[src/rtl/clk_pkg.sv]
// Shared constants, time bundle and BCD helpers
// for the running calendar clock.
package clk_pkg;

    localparam logic [15:0] RST_YEAR   = 16'h2023;
    localparam logic [7:0]  RST_MONTH  = 8'h01;
    localparam logic [7:0]  RST_DAY    = 8'h01;
    localparam logic [7:0]  RST_HOUR   = 8'h00;
    localparam logic [7:0]  RST_MINUTE = 8'h00;
    localparam logic [7:0]  RST_SEC    = 8'h00;

    localparam logic [7:0] MAX_SEC    = 8'h59;
    localparam logic [7:0] MAX_MINUTE = 8'h59;
    localparam logic [7:0] MAX_HOUR   = 8'h23;
    localparam logic [7:0] MAX_MONTH  = 8'h12;

    typedef struct packed {
        logic [15:0] year;
        logic [7:0]  month;
        logic [7:0]  day;
        logic [7:0]  hour;
        logic [7:0]  minute;
        logic [7:0]  sec;
    } bcd_time_t;

    localparam bcd_time_t RST_TIME = '{
        year:   RST_YEAR,
        month:  RST_MONTH,
        day:    RST_DAY,
        hour:   RST_HOUR,
        minute: RST_MINUTE,
        sec:    RST_SEC
    };

    function automatic logic bcd_div4(input logic [7:0] v);
        if (v[4]) begin
            return (v[3:0] == 4'd2) || (v[3:0] == 4'd6);
        end
        return (v[3:0] == 4'd0) || (v[3:0] == 4'd4) ||
               (v[3:0] == 4'd8);
    endfunction

    function automatic logic is_leap(input logic [15:0] y);
        if (y[7:0] != 8'h00) begin
            return bcd_div4(y[7:0]);
        end
        return bcd_div4(y[15:8]);
    endfunction

    // Two-digit increment, 99 wraps to 00.
    function automatic logic [7:0] bcd_inc(input logic [7:0] v);
        if (v == 8'h99) begin
            return 8'h00;
        end
        if (v[3:0] == 4'd9) begin
            return {v[7:4] + 4'd1, 4'd0};
        end
        return {v[7:4], v[3:0] + 4'd1};
    endfunction

    function automatic logic [15:0] bcd_inc16(input logic [15:0] v);
        logic [7:0] hi;
        hi = (v[7:0] == 8'h99) ? bcd_inc(v[15:8]) : v[15:8];
        return {hi, bcd_inc(v[7:0])};
    endfunction

endpackage

[src/rtl/days_in_month.sv]
// Month length in BCD for a BCD month and leap flag.
// Unknown months report 31; load validation rejects them anyway.
module days_in_month (
    input  logic [7:0] month,
    input  logic       leap,
    output logic [7:0] max_day
);

    always_comb begin
        max_day = 8'h31;
        case (month)
            8'h04, 8'h06, 8'h09, 8'h11: max_day = 8'h30;
            8'h02: max_day = leap ? 8'h29 : 8'h28;
            default: max_day = 8'h31;
        endcase
    end

endmodule

[src/rtl/time_keeper.sv]
// BCD calendar clock: prescaled 1 Hz advance with
// full carry chain and validated atomic load.
module time_keeper
    import clk_pkg::*;
#(
    parameter int CLK_FREQ = 100_000_000
) (
    input  logic        clk,
    input  logic        rst_n,
    input  logic        run,
    input  logic        load,
    input  logic [15:0] year_in,
    input  logic [7:0]  month_in,
    input  logic [7:0]  day_in,
    input  logic [7:0]  hour_in,
    input  logic [7:0]  minute_in,
    input  logic [7:0]  sec_in,
    output logic [15:0] year,
    output logic [7:0]  month,
    output logic [7:0]  day,
    output logic [7:0]  hour,
    output logic [7:0]  minute,
    output logic [7:0]  sec,
    output logic        sec_pulse,
    output logic        load_err
);

    localparam int PW = $clog2(CLK_FREQ);
    localparam logic [PW-1:0] TC = PW'(CLK_FREQ - 1);

    bcd_time_t       t_q, t_d, t_in, t_adv;
    logic [PW-1:0]   presc_q, presc_d;
    logic            pulse_q, pulse_d;
    logic            err_q, err_d;
    logic            cur_leap, in_leap;
    logic [7:0]      cur_max, in_max;
    logic            nib_ok, rng_ok, load_ok, tc;
    logic            c_sec, c_min, c_hr, c_day, c_mon;

    assign t_in = '{
        year:   year_in,
        month:  month_in,
        day:    day_in,
        hour:   hour_in,
        minute: minute_in,
        sec:    sec_in
    };

    assign cur_leap = is_leap(t_q.year);
    assign in_leap  = is_leap(year_in);

    days_in_month u_dim_cur (
        .month   (t_q.month),
        .leap    (cur_leap),
        .max_day (cur_max)
    );

    days_in_month u_dim_in (
        .month   (month_in),
        .leap    (in_leap),
        .max_day (in_max)
    );

    // Ripple carry through all fields in a single cycle.
    always_comb begin
        t_adv = t_q;
        c_sec = (t_q.sec == MAX_SEC);
        c_min = c_sec && (t_q.minute == MAX_MINUTE);
        c_hr  = c_min && (t_q.hour == MAX_HOUR);
        c_day = c_hr && (t_q.day == cur_max);
        c_mon = c_day && (t_q.month == MAX_MONTH);
        t_adv.sec = c_sec ? 8'h00 : bcd_inc(t_q.sec);
        if (c_sec) begin
            t_adv.minute = (t_q.minute == MAX_MINUTE) ?
                           8'h00 : bcd_inc(t_q.minute);
        end
        if (c_min) begin
            t_adv.hour = (t_q.hour == MAX_HOUR) ?
                         8'h00 : bcd_inc(t_q.hour);
        end
        if (c_hr) begin
            t_adv.day = (t_q.day == cur_max) ?
                        8'h01 : bcd_inc(t_q.day);
        end
        if (c_day) begin
            t_adv.month = (t_q.month == MAX_MONTH) ?
                          8'h01 : bcd_inc(t_q.month);
        end
        if (c_mon) begin
            t_adv.year = bcd_inc16(t_q.year);
        end
    end

    // Range compares on raw bits are safe once every nibble is a digit.
    always_comb begin
        nib_ok = 1'b1;
        for (int i = 0; i < 14; i++) begin
            if (t_in[4*i +: 4] > 4'd9) begin
                nib_ok = 1'b0;
            end
        end
        rng_ok = (month_in >= 8'h01) && (month_in <= MAX_MONTH) &&
                 (day_in >= 8'h01) && (day_in <= in_max) &&
                 (hour_in <= MAX_HOUR) &&
                 (minute_in <= MAX_MINUTE) &&
                 (sec_in <= MAX_SEC);
        load_ok = nib_ok && rng_ok;
    end

    assign tc = run && (presc_q == TC);

    always_comb begin
        t_d     = t_q;
        presc_d = presc_q;
        pulse_d = 1'b0;
        err_d   = 1'b0;
        if (load && load_ok) begin
            t_d     = t_in;
            presc_d = '0;
        end else begin
            err_d = load;
            if (run) begin
                presc_d = tc ? '0 : presc_q + PW'(1);
                pulse_d = tc;
                if (tc) begin
                    t_d = t_adv;
                end
            end
        end
    end

    always_ff @(posedge clk) begin
        if (!rst_n) begin
            t_q     <= RST_TIME;
            presc_q <= '0;
            pulse_q <= 1'b0;
            err_q   <= 1'b0;
        end else begin
            t_q     <= t_d;
            presc_q <= presc_d;
            pulse_q <= pulse_d;
            err_q   <= err_d;
        end
    end

    assign year      = t_q.year;
    assign month     = t_q.month;
    assign day       = t_q.day;
    assign hour      = t_q.hour;
    assign minute    = t_q.minute;
    assign sec       = t_q.sec;
    assign sec_pulse = pulse_q;
    assign load_err  = err_q;

endmodule

[config.mk]
export PLATFORM = sky130hd
export DESIGN_NAME = time_keeper
export DESIGN_NICKNAME = d
export VERILOG_FILES = /design/src/rtl/clk_pkg.sv /design/src/rtl/days_in_month.sv /design/src/rtl/time_keeper.sv
export SDC_FILE = /design/constraint.sdc
export NUM_CORES = 1
export LEC_CHECK = 0
export BUFFER_PORTS_ARGS = -buffer_cell sky130_fd_sc_hd__buf_4
export CELL_PAD_IN_SITES_DETAIL_PLACEMENT = 2
export CELL_PAD_IN_SITES_GLOBAL_PLACEMENT = 2
export CORE_ASPECT_RATIO = 0.6
export CORE_UTILIZATION = 30
export CTS_BUF_LIST = sky130_fd_sc_hd__clkbuf_4 sky130_fd_sc_hd__clkbuf_8 sky130_fd_sc_hd__clkbuf_16
export DETAILED_ROUTE_END_ITERATION = 8
export PLACE_DENSITY = 0.77
export SLEW_MARGIN = 20
export SYNTH_ARGS = -nofsm -noshare
export SYNTH_HDL_FRONTEND = slang
export SYNTH_SLANG_ARGS = --single-unit
[constraint.sdc]
create_clock -name clk -period 10 [get_ports clk]
set_input_delay 2 -clock clk [delete_from_list [all_inputs] [get_ports clk]]
set_output_delay 2 -clock clk [all_outputs]
set_load 0.1 [all_outputs]
==> results of run 1 <==
power by group through the flow:
stage | combinational, uW | sequential [uW] | clock, uW
2_1_floorplan | 18.1 | 356 | 0
3_3_place_gp | 60.6 | 350 | 0
3_5_place_dp | 62.5 | 350 | 0
4_1_cts | 63.0 | 342 | 364
5_1_grt | 67.5 | 342 | 376
6_report | 63.3 | 342 | 353
Yosys cell counts, drive strengths merged, types with 4 or more instances:
master / count / area share [%]
a211oi: 10 / 1.3
a21oi: 38 / 3.4
a311oi: 4 / 0.63
a31oi: 12 / 1.3
and2: 5 / 0.56
and3: 10 / 1.1
and3b: 7 / 1.1
buf: 7 / 0.81
clkbuf: 20 / 1.3
dfxtp: 85 / 30
ha: 29 / 6.5
inv: 30 / 2.0
mux2i: 7 / 1.3
nand2: 60 / 4.1
nand2b: 8 / 0.90
nand3: 38 / 3.6
nand3b: 8 / 1.1
nand4: 23 / 2.7
nor2: 82 / 5.6
nor2b: 14 / 1.6
nor3: 32 / 3.4
nor3b: 4 / 0.54
nor4: 11 / 1.2
nor4b: 5 / 0.78
nor4bb: 5 / 0.90
o211a: 4 / 0.72
o21ai: 61 / 5.5
o22ai: 4 / 0.56
o31a: 4 / 0.63
o31ai: 5 / 0.76
or3: 11 / 1.3
or4: 8 / 1.1
xnor2: 9 / 1.4
xor2: 20 / 3.1
sequential cells by signal (all words and copies together) (netlist names):
| signal | flops |
|---|---|
| presc_q | 27 |
| year | 16 |
| day | 8 |
| hour | 8 |
| minute | 8 |
| month | 8 |
| sec | 8 |
| load_err | 1 |
| sec_pulse | 1 |
kinds of logic (layout without fill, tap and decap cells):
kind of cell,Yosys count,in the layout
and+or+nand+nor,344,344
muxes,7,7
buffers and inverters,57,166
adders and majority gates,29,29
other,0,1
AOI/OAI and AO/OA,169,169
xor gates and xnor gates,29,29
DFF,85,85
final timing paths:
kind | from | end | depth (start not counted)
worst max register to register | year[4] | year[9] | 10
worst min register to register | sec[7] | sec[7] | 2
worst min-delay path | sec[7] | sec[7] | 2
worst max-delay path | year_in[11] | presc_q[10] | 17
cell usage in the layout, fill, tap and decap left out, drive strengths merged, types with 5 or more instances in the layout:
cell type  Yosys  routed
nor4bb         5       5
nor3          32      32
and2           5       5
o31ai          5       5
nand3         38      38
mux2i          7       7
a31oi         12      12
nor2b         14      14
a21oi         38      38
nand3b         8       8
inv           30      32
and3          10      10
nand2b         8       8
nor4          11      11
a211oi        10      10
clkbuf        20      10
buf            7     120
or4            8       8
xnor2          9       9
nor4b          5       5
nand2         60      60
o21ai         61      61
and3b          7       7
nor2          82      82
nand4         23      23
ha            29      29
xor2          20      20
or3           11      11
dfxtp         85      85
area by class of cell:
type	instances	area, sq um	share of cell area [%]
Inverter	30	113	1.61
Multi-Input combinational cell	578	3670	52.5
Sequential cell	85	1700	24.4
Antenna cell	1	2.50	0.0358
Clock inverter	6	70.1	1.00
Clock buffer	10	233	3.33
Timing Repair Buffer	120	901	12.9
Tap cell	240	300	4.30
critical path, stage by stage:
cell      delay [ns]
buf_4           0.12
a211oi_1        0.24
a31oi_1         0.07
o21ai_0         0.24
nor3_1          0.08
a2111o_1        0.34
a21oi_1         0.14
nor2_1          0.06
a21oi_1         0.12
ha_1            0.15
or3b_1          0.35
a211oi_1        0.29
o21ai_0         0.16
and4bb_2        0.77
nor2_1          0.29
nand2_1         0.63
nor2_1          0.13
stage by stage:
| stage | util (%) | hold slack [ns] | cell area [sq um] | total power, uW | setup slack (ns) |
|---|---|---|---|---|---|
| global route | 38.5 | 0.559 | 6990 | 785 | 3.66 |
| detailed placement | 36.8 | 0.517 | 6680 | 412 | 3.65 |
| global placement | 36.8 | 0.491 | 6680 | 410 | 3.93 |
| CTS | 38.5 | 0.539 | 6990 | 769 | 4.02 |
| floorplan | - | 0.475 | 5590 | 374 | 4.91 |
| finish | 38.5 | 0.541 | 6990 | 759 | 3.99 |
routing by layer:
metal | up-vias | GRT usage (%)
met2 | 146 | 37.4
li1 | 2847 | -
met4 | 0 | 5.33
met1 | 3031 | 37.4
met5 | - | 0
met3 | 25 | 4.27
==> impl_metrics.env, run 1 <==
export IMPL_stdcell_count=1070
export IMPL_synth_warnings=0
export IMPL_grt_max_degree=51
export IMPL_cts_tree="yes"
export IMPL_layout_nets=913
export IMPL_core_area_sq_um=18200
export IMPL_cts_reportedPaths_clkPinSlew_ns=0.07
export IMPL_p_per_area_nw_per_um2=109
export IMPL_rsz0062_at_grt="false"
export IMPL_synth_avg_cell_area_sq_um=7.76
export IMPL_post_cts_setup_buffers=0
export IMPL_track_usage_pct=25.2
export IMPL_finalCritPeriodShare_pct=60.1
export IMPL_grt_pass1_wl_microns=36900
export IMPL_r2r_setup_slack_ns=6.37
export IMPL_fin_crit_ns=6.01
export IMPL_synth_flop_cell="dfxtp_1"
export IMPL_drc=0
export IMPL_ctsHoldBuffers=0
export IMPL_portBuffers=117
export IMPL_cp_start_kind="input pin"
export IMPL_nFillCells=2104
export IMPL_switchingPower_uw=196
export IMPL_overflow=0
export IMPL_final_layout_size_suffix_gt1_share_pct=18.7
export IMPL_leakagePower_uw=0.00281
export IMPL_crit_fanout=25
export IMPL_syn2layout_area_growth_pct=25.0
export IMPL_dp_cells=1053
export IMPL_root_buffer="clkbuf_16"
export IMPL_synth_compound_area_share_pct=19.3
export IMPL_gp_congestion=0.833
export IMPL_arrival_ns=6.21
export IMPL_tightest_slew_ns=0.819
export IMPL_synth_area_sq_um=5590
export IMPL_required_ns=10.19
export IMPL_synthSimpleGateAreaFrac_pct=33.8
export IMPL_drt_iter0_drc=360
export IMPL_insertion_delay_ns=0.35
export IMPL_htree_num_levels=3
export IMPL_clock_fmax_ghz=0.166
export IMPL_antenna_found_initial=0
export IMPL_synthCells=720
export IMPL_p_seq_share_pct=45.1
export IMPL_ys_ff_latch=85
export IMPL_synth_cell_type_count=72
export IMPL_avgRoutedWirePerCell_microns=22.1
export IMPL_route_met3_wl_microns=1230
export IMPL_synth_top_family_by_area="simple AND/OR/NAND/NOR gates"
export IMPL_die_height_microns=108
export IMPL_ir_drop_uv=80.0
export IMPL_outcome="finished, final reports clean"
export IMPL_p_comb_share_pct=8.3
export IMPL_slew_headroom_pct=45.2
export IMPL_synth_xor_area_share_pct=4.54
export IMPL_seq_area_frac_synth_pct=30.4
export IMPL_power_frac_clock_pct=46.6
export IMPL_cts_sinks=85
export IMPL_cts_made_buffers=9
export IMPL_synth_adder_area_share_pct=6.49
export IMPL_synth_edff_count=0
export IMPL_route_met2_wl_microns=10000
export IMPL_hold_class="flip-flop to flip-flop"
export IMPL_tns_ns=0
export IMPL_row_count=38
export IMPL_initial_core_util_pct=30.8
export IMPL_cap_violations=0
export IMPL_critPathCaptureType="flip-flop"
export IMPL_final_max_slew_viol_count=0
export IMPL_wl_microns=23600
export IMPL_die_area_sq_um=19200
export IMPL_io_pins=118
export IMPL_async_reset_ff_share_pct=0
export IMPL_ant_nets=0
export IMPL_vias=6049
export IMPL_place_hpwl_microns=18100
export IMPL_synth_mux_area_share_pct=1.25
export IMPL_setup_violations=0
export IMPL_vias_per_cell=5.65
export IMPL_hold_violations=0
export IMPL_clockBufferDepth=2
export IMPL_worstSetupPathType="input pin to flip-flop"
export IMPL_die_x_microns=178
export IMPL_p_sw_share_pct=25.8
export IMPL_met1Wirelength_microns=12100
export IMPL_fin_skew_ns=0.0123
export IMPL_p_int_uw=563
export IMPL_cts_resized_gates=0
export IMPL_dr_pass1_iters=4
export IMPL_grt_pass1_vias=6446
export IMPL_highest_layer="met4"
export IMPL_synth_nets=809
(Power assumes the default switching activity.)
==> inputs of run 2 (changes only) <==
--- a/config.mk
+++ b/config.mk
@@ -5,11 +5,12 @@
 export SDC_FILE = /design/constraint.sdc
 export NUM_CORES = 1
 export LEC_CHECK = 0
+export ABC_AREA = 1
 export BUFFER_PORTS_ARGS = -buffer_cell sky130_fd_sc_hd__buf_4
 export CELL_PAD_IN_SITES_DETAIL_PLACEMENT = 2
 export CELL_PAD_IN_SITES_GLOBAL_PLACEMENT = 2
 export CORE_ASPECT_RATIO = 0.6
-export CORE_UTILIZATION = 30
+export CORE_UTILIZATION = 27
 export CTS_BUF_LIST = sky130_fd_sc_hd__clkbuf_4 sky130_fd_sc_hd__clkbuf_8 sky130_fd_sc_hd__clkbuf_16
 export DETAILED_ROUTE_END_ITERATION = 8
 export PLACE_DENSITY = 0.77
==> constraint.sdc (replaced) <==
create_clock -name clk -period 5.4 [get_ports clk]
set_input_delay 1.08 -clock clk [delete_from_list [all_inputs] [get_ports clk]]
set_output_delay 1.08 -clock clk [all_outputs]
set_load 0.1 [all_outputs]
==> impl_metrics.env, run 2 <==
export IMPL_root_buffer="clkbuf_16"
export IMPL_dr_pass1_iters=4
export IMPL_synthCells=923
export IMPL_vias=6662
export IMPL_critPathSlowestCell="nand2_1"
export IMPL_worst_path_buf_inv=3
export IMPL_crit_fanout=15
export IMPL_clock_fmax_ghz=0.255
export IMPL_slew_headroom_pct=54.3
export IMPL_cpPeakStageDelay_ns=0.49
export IMPL_hold_violations=0
export IMPL_track_usage_pct=22.4
export IMPL_arrival_ns=4.17
export IMPL_die_height_microns=118
export IMPL_vias_per_cell=5.01
export IMPL_synth_most_common_cell="nand2_1"
export IMPL_synth_avg_cell_area_sq_um=6.56
export IMPL_top_register="presc_q"
export IMPL_wl_microns=25000
export IMPL_fin_crit_ns=3.93
export IMPL_avgRoutedWirePerCell_microns=18.8
export IMPL_synth_cell_type_count=53
export IMPL_syn2layout_area_growth_pct=24.8
export IMPL_ant_nets=0
export IMPL_grt_pass1_wl_microns=39500
export IMPL_cp_cell_sequence="buf_4 > nor2_1 > nand2_1 > nor2_1 > nand2_1 > a21oi_1 > a32oi_1 > ha_1 > nand3_1 > a21boi_1 > nor2_1 > nor2_1 > nand3_2 > nand2_1 > buf_4 > inv_1 > nand2_1 > a21oi_1 > a21oi_1 > a22oi_1"
export IMPL_leakagePower_uw=0.00347
export IMPL_grt_pass1_vias=6902
export IMPL_cts_resized_gates=0
export IMPL_tightest_slew_ns=0.680
export IMPL_synth_commonest_cells="173 x nand2_1, 148 x nor2_1, 119 x inv_1, 85 x dfxtp_1, 64 x nand3_1"
export IMPL_critical_path_top_delay_family="simple AND/OR/NAND/NOR gates"
export IMPL_fin_ws_ns=1.47
export IMPL_tns_ns=0
export IMPL_io_pins=118
export IMPL_largest_register_ffs=27
export IMPL_synth_nets=1012
export IMPL_final_cell_mix="173 x nand2_1, 148 x nor2_1, 121 x buf_4"
export IMPL_outcome="finished, final reports clean"
export IMPL_cts_sinks=85
export IMPL_final_max_slew_viol_count=0
export IMPL_post_cts_setup_buffers=0
export IMPL_final_layout_size_suffix_gt1_share_pct=17.6
export IMPL_htree_num_levels=3
export IMPL_portBuffers=117
export IMPL_worstSetupPathType="input pin to flip-flop"
export IMPL_finalCritPeriodShare_pct=72.7
export IMPL_core_area_sq_um=22000
export IMPL_pre_cts_slack_ns=1.09
export IMPL_cts_tree="yes"
export IMPL_seq_area_frac_synth_pct=28.1
export IMPL_cts_reportedPaths_clkPinSlew_ns=0.08
export IMPL_ir_drop_uv=142
export IMPL_cp_start_kind="input pin"
export IMPL_overflow=0
export IMPL_insertion_delay_ns=0.37
export IMPL_drt_iter0_drc=339
export IMPL_p_per_area_nw_per_um2=195
export IMPL_drc=0
export IMPL_fin_skew_ns=0.0119
export IMPL_gp_congestion=0.834
export IMPL_grt_max_degree=52
export IMPL_ys_ff_latch=85
export IMPL_synth_flop_cell="dfxtp_1"
export IMPL_row_count=42
export IMPL_synth_area_sq_um=6050
export IMPL_ctsHoldBuffers=0
export IMPL_synth_edff_count=0
export IMPL_place_hpwl_microns=20200
export IMPL_antenna_found_initial=0
export IMPL_critPathCaptureType="flip-flop"
export IMPL_hold_class="flip-flop to flip-flop"
export IMPL_async_reset_ff_share_pct=0
export IMPL_rsz0062_at_grt="false"
export IMPL_synth_largest_area_cell="dfxtp_1"
export IMPL_required_ns=5.64
export IMPL_p_total_uw=1470
export IMPL_setup_violations=0
export IMPL_mostFrequentLayoutCell="nand2_1"
export IMPL_layout_nets=1128
export IMPL_fin_util_pct=34.3
export IMPL_clockBufferDepth=2
export IMPL_ys_top_cells_by_area="dfxtp_1 28%, nand2_1 11%, nor2_1 9.2%"
export IMPL_synth_top_area_share_pct=28.1
export IMPL_die_x_microns=195
export IMPL_synth_warnings=0
export IMPL_antenna_cells=0
export IMPL_cap_violations=0
export IMPL_initial_core_util_pct=27.5
export IMPL_die_area_sq_um=23000
export IMPL_cts_made_buffers=9
run 2: cell types whose count changed after synthesis, sizes merged, moves of 11 or more:
| cell | before | now |
|---|---|---|
| nor2 | 82 | 160 |
| nor2b | 14 | 0 |
| or3 | 11 | 0 |
| nand4 | 23 | 12 |
| clkbuf | 20 | 4 |
| inv | 30 | 129 |
| nand3 | 38 | 67 |
| nand2 | 60 | 185 |
run 2: layout make-up:
| class | instances | area [sq um] |
|---|---|---|
| Timing Repair Buffer | 121 | 908 |
| Fill cell | 2657 | 14500 |
| Clock inverter | 7 | 104 |
| Sequential cell | 85 | 1700 |
| Clock buffer | 9 | 225 |
| Inverter | 129 | 487 |
| Tap cell | 286 | 358 |
| Multi-Input combinational cell | 693 | 3770 |
run 2: power by group:
part	total, uW	internal, uW	switching (uW)
Clock	721	413	308
Combinational	122	47.1	74.6
Sequential	629	628	1.30
run 2: cell families (layout without fill, tap and decap cells):
kind of cell / Yosys count / count (layout) / synth area share [%]
and+or+nand+nor: 466 / 466 / 34.8
buffers and inverters: 145 / 266 / 9.63
AOI/OAI and AO/OA: 161 / 161 / 16.1
DFF: 85 / 85 / 28.1
adders and majority gates: 29 / 29 / 5.99
xor gates and xnor gates: 37 / 37 / 5.35
run 2: path summary, 6_finish.rpt:
| check | start | endpoint | slack (ns) | depth (start not counted) |
|---|---|---|---|---|
| hold reg to reg | presc_q[7] | presc_q[7] | 0.51 | 2 |
| hold / removal | presc_q[7] | presc_q[7] | 0.51 | 2 |
| setup / recovery | month_in[6] | presc_q[9] | 1.47 | 20 |
| setup reg to reg | sec[0] | year[5] | 2.48 | 10 |
run 2: stage by stage:
stage / cell area (sq um) / hold slack [ns] / instances
after floorplan: 6050 / 0.460 / 923
after global placement: 7220 / 0.491 / 1314
after detailed placement: 7220 / 0.503 / 1314
after CTS: 7550 / 0.517 / 1330
after global routing: 7550 / 0.540 / 1330
final: 7550 / 0.508 / 1330
run 2: metal layers:
metal	track usage (%)	share of wire [%]
met1	35.0	55
met2	31.0	40
met3	4.21	4.6
met4	4.53	0.94
met5	0	0
run 2: tightest hold or removal path: stages, from the launching register on:
cell	delay (ns)
dfxtp_1	0.35
inv_1	0.06
a21oi_1	0.05
==> inputs of run 3 (changes only) <==
--- a/config.mk
+++ b/config.mk
@@ -10,10 +10,10 @@
 export CELL_PAD_IN_SITES_DETAIL_PLACEMENT = 2
 export CELL_PAD_IN_SITES_GLOBAL_PLACEMENT = 2
 export CORE_ASPECT_RATIO = 0.6
-export CORE_UTILIZATION = 27
+export CORE_UTILIZATION = 30
 export CTS_BUF_LIST = sky130_fd_sc_hd__clkbuf_4 sky130_fd_sc_hd__clkbuf_8 sky130_fd_sc_hd__clkbuf_16
 export DETAILED_ROUTE_END_ITERATION = 8
-export PLACE_DENSITY = 0.77
+export PLACE_DENSITY = 0.81
 export SLEW_MARGIN = 20
 export SYNTH_ARGS = -nofsm -noshare
 export SYNTH_HDL_FRONTEND = slang
==> constraint.sdc (replaced) <==
create_clock -name clk -period 3.8 [get_ports clk]
set_input_delay 0.76 -clock clk [delete_from_list [all_inputs] [get_ports clk]]
set_output_delay 0.76 -clock clk [all_outputs]
set_load 0.1 [all_outputs]
==> impl_metrics.env, run 3 (synthesis gave the netlist of run 2 again) <==
export IMPL_fin_skew_ns=0.0109
export IMPL_cts_sinks=85
export IMPL_crit_end="year[11]"
export IMPL_post_cts_setup_buffers=0
export IMPL_crit_fanout=6
export IMPL_dr_pass1_iters=4
export IMPL_cpPeakStageDelay_ns=0.34
export IMPL_r2r_cells=10
export IMPL_insertion_delay_ns=0.37
export IMPL_avgRoutedWirePerCell_microns=18.9
export IMPL_row_count=39
export IMPL_critPathCaptureType="flip-flop"
export IMPL_multi_input_area_sq_um=3770
export IMPL_cts_tree="yes"
export IMPL_clock_fmax_ghz=0.291
export IMPL_leakagePower_uw=0.00347
export IMPL_syn2layout_area_growth_pct=24.4
export IMPL_cts_made_buffers=9
export IMPL_portBuffers=117
export IMPL_wl_microns=24800
export IMPL_gp_congestion=0.863
export IMPL_place_hpwl_microns=20000
export IMPL_critPathLaunch="month_in[6]"
export IMPL_tns_ns=0
export IMPL_top_register="presc_q"
export IMPL_vias=6679
export IMPL_cp_cell_sequence="buf_4 > nor2_1 > nand2_1 > nor2_1 > nand2_1 > a21oi_1 > a32oi_1 > ha_1 > nand3_1 > a21boi_1 > nor2_1 > nor2_1 > nand3_2 > nand2_2 > nand3_1 > nor2_2 > nand2_1 > nor2_1 > nor2_1"
export IMPL_rsz0062_at_grt="false"
export IMPL_io_pins=118
export IMPL_fin_crit_ns=3.44
export IMPL_arrival_ns=3.71
export IMPL_r2r_end="year[5]"
export IMPL_setup_violations=0
export IMPL_hold_violations=0
export IMPL_drt_iter0_drc=396
export IMPL_cts_reportedPaths_clkPinSlew_ns=0.07
export IMPL_grt_pass1_vias=6870
export IMPL_core_area_sq_um=19400
export IMPL_regArea_sq_um=1700
export IMPL_nFillCells=2384
export IMPL_required_ns=4.07
export IMPL_cap_violations=0
export IMPL_cts_resized_gates=0
export IMPL_htree_num_levels=3
export IMPL_hold_class="flip-flop to flip-flop"
export IMPL_ant_nets=0
export IMPL_finalCritPeriodShare_pct=90.4
export IMPL_die_height_microns=112
export IMPL_final_layout_size_suffix_gt1_share_pct=18.0
export IMPL_track_usage_pct=24.9
export IMPL_ir_drop_uv=210
export IMPL_drc=0
export IMPL_root_buffer="clkbuf_16"
export IMPL_ctsHoldBuffers=0
export IMPL_overflow=0
export IMPL_tightest_slew_ns=0.791
export IMPL_cp_start_kind="input pin"
export IMPL_clockBufferDepth=2
export IMPL_grt_pass1_wl_microns=39300
export IMPL_slew_headroom_pct=46.7
export IMPL_largest_register_ffs=27
export IMPL_mostFrequentLayoutCell="nand2_1"
export IMPL_stdcell_count=1315
export IMPL_outcome="finished, final reports clean"
export IMPL_critPathSlowestCell="nor2_2"
export IMPL_dp_cells=1300
export IMPL_grt_max_degree=52
export IMPL_die_area_sq_um=20800
export IMPL_final_max_slew_viol_count=0
export IMPL_final_cell_mix="173 x nand2_1, 148 x nor2_1, 126 x buf_4"
export IMPL_cpMostUsedCell="nor2_1"
export IMPL_reg2reg_from="minute[0]"
export IMPL_p_per_area_nw_per_um2=259
export IMPL_r2r_setup_slack_ns=0.91
export IMPL_die_x_microns=185
export IMPL_layout_nets=1134
export IMPL_vias_per_cell=5.08
export IMPL_antenna_found_initial=0
export IMPL_antenna_cells=0
export IMPL_initial_core_util_pct=31.2
export IMPL_worstSetupPathType="input pin to flip-flop"
[run 3: layout make-up]
cell class,count,share of cell area (%)
timing repair buffer,127,12.8
sequential,85,22.6
clock inverter,5,0.482
tap,266,4.42
multi-input combinational,693,50.0
clock buffer,10,3.17
inverter,129,6.46
[run 3: worst max-delay path: cells and delay by family]
family | cells | cell delay [ns]
simple gates | 14 | 2.16
compound gates | 3 | 0.37
fa+ha+maj | 1 | 0.29
buf+inv | 1 | 0.12
[run 3: metal layers]
| layer | track usage (%) | routed length (microns) | vias up | part of all wire, % |
|---|---|---|---|---|
| met3 | 5.58 | 1310 | 8 | 5.3 |
| met2 | 34.0 | 9720 | 139 | 39 |
| met4 | 2.87 | 99 | 0 | 0.40 |
| li1 | - | - | 3256 | - |
| met5 | 0 | 0 | - | 0 |
| met1 | 39.5 | 13700 | 3276 | 55 |
[run 3: worst min path at each step]
stage,end,slack [ns],cells after the start,start
finish,presc_q[1],0.49,2,presc_q[1]
global route,presc_q[1],0.53,2,presc_q[1]
CTS,presc_q[1],0.49,2,presc_q[1]
detailed placement,presc_q[1],0.48,2,presc_q[1]
global placement,presc_q[1],0.48,2,presc_q[1]
floorplan,presc_q[1],0.46,2,presc_q[1]
[run 3: report_power, final]
part,switching (uW),internal (uW)
Sequential,1.74,893
Clock,422,459
Combinational,106,68.9
[run 3: through the flow]
stage                     utilization, %  setup slack (ns)  area (sq um)  power (uW)  hold WS (ns)
after global placement              37.5             0.126          7260        1090         0.479
after detailed placement            37.5            0.0105          7260        1090         0.483
after floorplan                        -             0.792          6050         983         0.460
after global routing                38.9          0.000817          7530        2020         0.528
after CTS                           38.9             0.391          7530        1970         0.493
final                               38.9             0.364          7530        1950         0.493
